**config.mk**
```make
export PLATFORM = sky130hd
export DESIGN_NAME = fft_stage_sequencer
export DESIGN_NICKNAME = d
export VERILOG_FILES = /design/src/rtl/fft_ctrl_pkg.sv /design/src/rtl/fft_addr_gen.sv /design/src/rtl/fft_stage_sequencer.sv
export SDC_FILE = /design/constraint.sdc
export NUM_CORES = 1
export LEC_CHECK = 0
export BUFFER_PORTS_ARGS = -buffer_cell sky130_fd_sc_hd__buf_2
export CAP_MARGIN = 20
export CORE_MARGIN = 10
export CORE_UTILIZATION = 61
export DETAILED_ROUTE_END_ITERATION = 8
export GPL_TIMING_DRIVEN = 0
export PLACE_DENSITY = 0.95
export SLEW_MARGIN = 20
export SYNTH_ARGS = -nofsm -noshare
export SYNTH_HDL_FRONTEND = slang
export SYNTH_SLANG_ARGS = --single-unit
```
**constraint.sdc**
```tcl
create_clock -name clk -period 8.9 [get_ports clk]
set_input_delay 0.89 -clock clk [delete_from_list [all_inputs] [get_ports clk]]
set_output_delay 0.89 -clock clk [all_outputs]
set_load 0.01 [all_outputs]
```
**src/rtl/fft_ctrl_pkg.sv**
```systemverilog
// Shared definitions for the FFT stage controller: default geometry,
// watchdog limit and the FSM state encoding.
package fft_ctrl_pkg;

  localparam int N_LOG2_DEF  = 5;
  localparam int N_DEF       = 1 << N_LOG2_DEF;
  localparam int TIMEOUT_DEF = 63;

  localparam logic [2:0] ST_IDLE_ENC  = 3'd0;
  localparam logic [2:0] ST_READ_ENC  = 3'd1;
  localparam logic [2:0] ST_MULT_ENC  = 3'd2;
  localparam logic [2:0] ST_WRITE_ENC = 3'd3;
  localparam logic [2:0] ST_DONE_ENC  = 3'd4;

  typedef enum logic [2:0] {
    ST_IDLE  = ST_IDLE_ENC,
    ST_READ  = ST_READ_ENC,
    ST_MULT  = ST_MULT_ENC,
    ST_WRITE = ST_WRITE_ENC,
    ST_DONE  = ST_DONE_ENC
  } state_t;

endpackage

```
**src/rtl/fft_addr_gen.sv**
```systemverilog
// Radix-2 DIT butterfly address generator: maps (stage s, butterfly j) to
// the two sample-RAM legs and the twiddle-ROM index. Purely combinational.
module fft_addr_gen
  import fft_ctrl_pkg::*;
#(
  parameter int N_LOG2 = N_LOG2_DEF
) (
  input  logic [2:0]        i_stage,
  input  logic [N_LOG2-2:0] i_j,
  output logic [N_LOG2-1:0] o_addr_a,
  output logic [N_LOG2-1:0] o_addr_b,
  output logic [N_LOG2-2:0] o_tw_idx
);

  localparam logic [2:0] S_MAX = 3'(N_LOG2 - 1);

  logic [N_LOG2-1:0] j_w;
  logic [N_LOG2-1:0] half;
  logic [N_LOG2-1:0] mask;
  logic [N_LOG2-1:0] pos;

  // Group bits of j move up one place to open a hole at bit s; the
  // bottom leg fills that hole, so addr_b is addr_a with bit s set.
  always_comb begin
    j_w      = {1'b0, i_j};
    half     = N_LOG2'(1) << i_stage;
    mask     = half - N_LOG2'(1);
    pos      = j_w & mask;
    o_addr_a = ((j_w & ~mask) << 1) | pos;
    o_addr_b = o_addr_a | half;
    o_tw_idx = pos[N_LOG2-2:0] << (S_MAX - i_stage);
  end

endmodule

```
**src/rtl/fft_stage_sequencer.sv**
```systemverilog
// Control FSM for one radix-2 DIT pass: walks all N/2 butterflies of the
// selected stage, issues read / multiply / write strobes and watchdogs the
// iterative twiddle multiplier.
module fft_stage_sequencer
  import fft_ctrl_pkg::*;
#(
  parameter int N_LOG2  = N_LOG2_DEF,
  parameter int TIMEOUT = TIMEOUT_DEF
) (
  input  logic              clk,
  input  logic              reset,
  input  logic              i_stage_start,
  input  logic [2:0]        i_stage,
  output logic              o_busy,
  output logic              o_done,
  output logic              o_error,
  output logic              o_rd_en,
  output logic [N_LOG2-1:0] o_addr_a,
  output logic [N_LOG2-1:0] o_addr_b,
  output logic [N_LOG2-2:0] o_tw_idx,
  output logic              o_mult_start,
  input  logic              i_mult_valid,
  output logic              o_wr_en
);

  localparam int JW  = N_LOG2 - 1;
  localparam int WDW = (TIMEOUT > 1) ? $clog2(TIMEOUT) : 1;
  localparam logic [JW-1:0]  J_LAST  = {JW{1'b1}};
  // Watchdog holds the number of MULT cycles already spent, so the
  // TIMEOUT-th MULT cycle is the one that sees TIMEOUT-1.
  localparam logic [WDW-1:0] WD_LAST = WDW'(TIMEOUT - 1);

  state_t             state_q, state_d;
  logic [2:0]         s_q, s_d;
  logic [JW-1:0]      j_q, j_d;
  logic [WDW-1:0]     wd_q, wd_d;
  logic               error_q, error_d;
  logic [N_LOG2-1:0]  addr_a_q, addr_a_d;
  logic [N_LOG2-1:0]  addr_b_q, addr_b_d;
  logic [N_LOG2-2:0]  tw_q, tw_d;
  logic [N_LOG2-1:0]  gen_a, gen_b;
  logic [N_LOG2-2:0]  gen_tw;
  logic               stage_ok;

  // Addresses are generated from the next-state stage/index so they are
  // already registered in the first READ cycle of each butterfly.
  fft_addr_gen #(
    .N_LOG2 (N_LOG2)
  ) u_addr_gen (
    .i_stage  (s_d),
    .i_j      (j_d),
    .o_addr_a (gen_a),
    .o_addr_b (gen_b),
    .o_tw_idx (gen_tw)
  );

  assign stage_ok = ({29'd0, i_stage} < 32'(N_LOG2));

  // Next-state, counters, sticky error and address capture.
  always_comb begin
    state_d = state_q;
    s_d     = s_q;
    j_d     = j_q;
    wd_d    = wd_q;
    error_d = error_q;
    case (state_q)
      ST_IDLE: begin
        if (i_stage_start) begin
          if (stage_ok) begin
            s_d     = i_stage;
            j_d     = '0;
            error_d = 1'b0;
            state_d = ST_READ;
          end else begin
            error_d = 1'b1;
          end
        end
      end
      ST_READ: begin
        wd_d    = '0;
        state_d = ST_MULT;
      end
      ST_MULT: begin
        if (i_mult_valid) begin
          state_d = ST_WRITE;
        end else if (wd_q == WD_LAST) begin
          error_d = 1'b1;
          state_d = ST_IDLE;
        end else begin
          wd_d = wd_q + WDW'(1);
        end
      end
      ST_WRITE: begin
        if (j_q == J_LAST) begin
          state_d = ST_DONE;
        end else begin
          j_d     = j_q + JW'(1);
          state_d = ST_READ;
        end
      end
      ST_DONE: begin
        state_d = ST_IDLE;
      end
      default: begin
        state_d = ST_IDLE;
      end
    endcase

    addr_a_d = addr_a_q;
    addr_b_d = addr_b_q;
    tw_d     = tw_q;
    if (state_d == ST_READ) begin
      addr_a_d = gen_a;
      addr_b_d = gen_b;
      tw_d     = gen_tw;
    end
  end

  // State and control registers; reset clears everything asynchronously.
  always_ff @(posedge clk or posedge reset) begin
    if (reset) begin
      state_q  <= ST_IDLE;
      s_q      <= '0;
      j_q      <= '0;
      wd_q     <= '0;
      error_q  <= 1'b0;
      addr_a_q <= '0;
      addr_b_q <= '0;
      tw_q     <= '0;
    end else begin
      state_q  <= state_d;
      s_q      <= s_d;
      j_q      <= j_d;
      wd_q     <= wd_d;
      error_q  <= error_d;
      addr_a_q <= addr_a_d;
      addr_b_q <= addr_b_d;
      tw_q     <= tw_d;
    end
  end

  assign o_busy       = (state_q != ST_IDLE);
  assign o_rd_en      = (state_q == ST_READ);
  assign o_mult_start = (state_q == ST_MULT);
  assign o_wr_en      = (state_q == ST_WRITE);
  assign o_done       = (state_q == ST_DONE);
  assign o_error      = error_q;
  assign o_addr_a     = addr_a_q;
  assign o_addr_b     = addr_b_q;
  assign o_tw_idx     = tw_q;

endmodule

```
==> key figures <==
Global routing
  • Total gr overflow: 0
  • Pin count of the biggest net entering global routing: 32
  • First-pass GRT wire length: 7140 um
  • Initial antenna violation count: 0
  • Total GRT Usage: 0.164
  • Met1 Usage GRT: 0.195
  • Met2 GRT Util: 0.264
  • Vias in the first global route: between 1500 and 2000
  • GR peak layer: met2
  • Global routing met3 resource utilization: 0.0492

Layout
  • Fillers: between 200 and 250
  • Register Area: just under 800 sq um
  • Layout cells sized above 1: 0.256
  • # diodes: 0
  • Fin nets: between 200 and 250
  • Multi-input gate area: 991 sq um
  • Fin cells: approximately 260
  • Syn-to-layout area delta: 13.8%

Setup path
  • Slowest CP cell: or4b_4
  • Max FO, Critical Path: 8
  • Worst path max stage delay: around 0.51 ns
  • Critical path class: input port to flip-flop
  • WP buf/inv: 2
  • Crit-path cells: buf_2 -> or4b_4 -> nor2_4 -> or2_2 -> ha_1 -> inv_1 -> ha_1 -> a21o_1 -> o221ai_2 -> nand2_2 -> o221a_1 -> o31ai_1
  • Required @ worst endpoint: between 9 and 10 ns
  • Arr. time, crit path: ~3.6 ns
  • Kind of end point of the critical path: flip-flop
  • Critical path depth: 12
  • Path depth of the worst reg2reg path: 11
  • Cell repeated most along the worst path: ha_1
  • Critical Path Source Type: input port
  • Cell family with most CP delay: simple AND/OR/NAND/NOR gates

Run status
  • Status: finished, final reports clean

Yosys
  • Syn Area/Cell: approximately 9.4 sq um
  • Register area share after synthesis: 0.427
  • Commonest register cell after synthesis: dfrtp_1
  • Synth Cell Area: roughly 0.0018 sq mm
  • FF+latch count, synth: 31
  • Synth top area share: 0.427
  • Ranking of synthesized cells by area: dfrtp_1, nand2_1, ha_1, nor2_1, a21oi_1
  • FFs w/ async S/R, synth: 1.00
  • Syn_nets: 207
  • Synthesized instance count: just under 200
  • EDFF count, synth: 0
  • Yosys cell types: 53
  • YS warnings: 0
  • Cell taking the most area after synthesis: dfrtp_1

Die
  • Initial Util: 0.648
  • Core Area: between 0.002 and 0.003 sq mm
  • Die Width: 74.6 um
  • Die Area: 0.00556 sq mm
  • Die height: about 75 um
  • # rows: 19
  • IO Count: 27

CTS
  • CTS root buf: clkbuf_4
  • Post-CTS Resized: 0
  • Reg clk slew, reported paths: roughly 0.1 ns
  • CTS Buffer Depth: 2
  • CTS sink count: 31
  • Max H-tree Level: 2
  • CTS tree: yes
  • Clock latency on the worst-skew pair: 0.34 ns
  • TritonCTS Buffers: 5
  • Hold_buf cts: 0
  • Setup bufs post-CTS: 0

Timing
  • Max Clk Rate: ~300 MHz
  • Final setup violating endpoints: 0
  • Final hold vios: 0
  • Final setup TNS: 0 ns
  • Fin crit share: 0.375
  • Hold slack: approximately 0.48 ns
  • Max-slew headroom: 0.581
  • Final clock skew: ~0.0049 ns
  • RSZ-0062 raised after global routing: no
  • Final min period: 3.34 ns
  • Least-Margin Pin Slew: 0.627 ns
  • Slew Viols, Final: 0

Pwr
  • Leakage: approximately 0.97 nW
  • VDD IR max: 0.270 mV
  • Power per standard cell area: approximately 350 mW/mm^2

Detailed routing
  • Drt pass-1 iters: 4
  • Final ANT Viol Nets: 0
  • Via density: slightly above 6
  • DRT iter0 DRCs: 126
  • Final WL: between 4000 and 5000 um
  • WL/cell: ~16 um
  • Routed vias: about 1600
  • Residual DRC: 0

Placement
  • Cells after DPL: 250
  • PortBufs: 25
  • Dpl hpwl: 3120 um
  • GP Congestion: 0.899

Worst hold path
  • Hold Path Depth: 2
  • Hold Crit Class: flip-flop to flip-flop

Flow run
  • Max Cap Viol: 0
==> per-layer routing <==
layer,share of wire,routed length (um),up-vias
li1,-,-,758
met4,0.0092,38,0
met2,0.51,2100,53
met5,0,0,-
met3,0.064,265,3
met1,0.42,1750,744
==> sequential cells by signal, summed over array words and instances (netlist names) <==
name      cells
wd_q          6
o_addr_a      5
o_addr_b      5
j_q           4
o_tw_idx      4
s_q           3
state_q       3
o_error       1
==> logic make-up after synthesis <==
kind of cell,count (synthesis),share of synthesized area
adder cells (fa/ha/maj),6,0.0413
flip-flops,31,0.427
multiplexers,2,0.0179
XOR/XNOR,3,0.0145
AO/OA/AOI/OAI,46,0.180
buffers and inverters,12,0.0282
AND/OR/NAND/NOR,94,0.292
==> report_power, final <==
part	internal (mW)	leakage (nW)	switching (mW)	total [mW]
sequential	0.191	0.397	0.0441	0.235
clock	0.0663	0.0482	0.0506	0.117
combinational	0.153	0.528	0.222	0.375
==> final timing paths <==
check / from / end / slack [ns]
setup / recovery: i_stage_start / o_tw_idx[3] / 5.56
hold / removal: o_addr_b[0] / o_addr_b[0] / 0.48
setup reg to reg: state_q[1] / o_tw_idx[3] / 5.59
hold reg to reg: o_addr_b[0] / o_addr_b[0] / 0.48
max in group asynchronous: reset / j_q[1] / 7.88
min in group asynchronous: reset / wd_q[2] / 0.62
==> cell type report <==
type                       instances  share of cell area
buffer                             4              0.0103
inverter                           8              0.0145
tap                               31              0.0188
sequential                        31               0.375
clock inverter                     2              0.0169
clock buffer                       6              0.0248
timing repair buffer              25              0.0605
multi-input combinational        151               0.479
==> worst reg2reg max path, cell delays in order (launching register included) <==
cell	delay, ns
dfrtp_1	0.49
or4b_4	0.63
nor2_4	0.22
or2_2	0.18
ha_1	0.32
inv_1	0.13
ha_1	0.25
a21o_1	0.18
o221ai_2	0.20
nand2_2	0.13
o221a_1	0.28
o31ai_1	0.22
==> cell usage in the layout (no fill, tap or decap), drive strengths merged, types with 3 or more instances in the layout <==
cell,n
dfrtp,31
buf,28
nand2,25
nor2,22
o21ai,13
a21oi,12
inv,8
nand3,7
nand2b,7
clkbuf,7
nor2b,6
ha,6
nor3,6
or3,4
o21a,3
a21o,3
a31oi,3
nand4,3
nor4,3
o211ai,3
==> cell usage after synthesis, drive strengths merged, types with 4 or more instances <==
| master | count |
|---|---|
| a21oi | 12 |
| dfrtp | 31 |
| ha | 6 |
| inv | 8 |
| nand2 | 25 |
| nand2b | 7 |
| nand3 | 7 |
| nor2 | 22 |
| nor2b | 6 |
| nor3 | 6 |
| o21ai | 13 |
| or3 | 4 |
==> stage by stage <==
step	setup slack [ns]	utilization	power, mW	cell area (sq um)
final	5.56	0.737	0.727	2070
after global routing	5.44	0.737	0.787	2070
after CTS	5.63	0.737	0.727	2070
after detailed placement	5.27	0.707	0.607	1980
after global placement	5.36	0.707	0.593	1980
after floorplan	5.68	-	0.502	1820
Power figures use the tool's default switching activity.
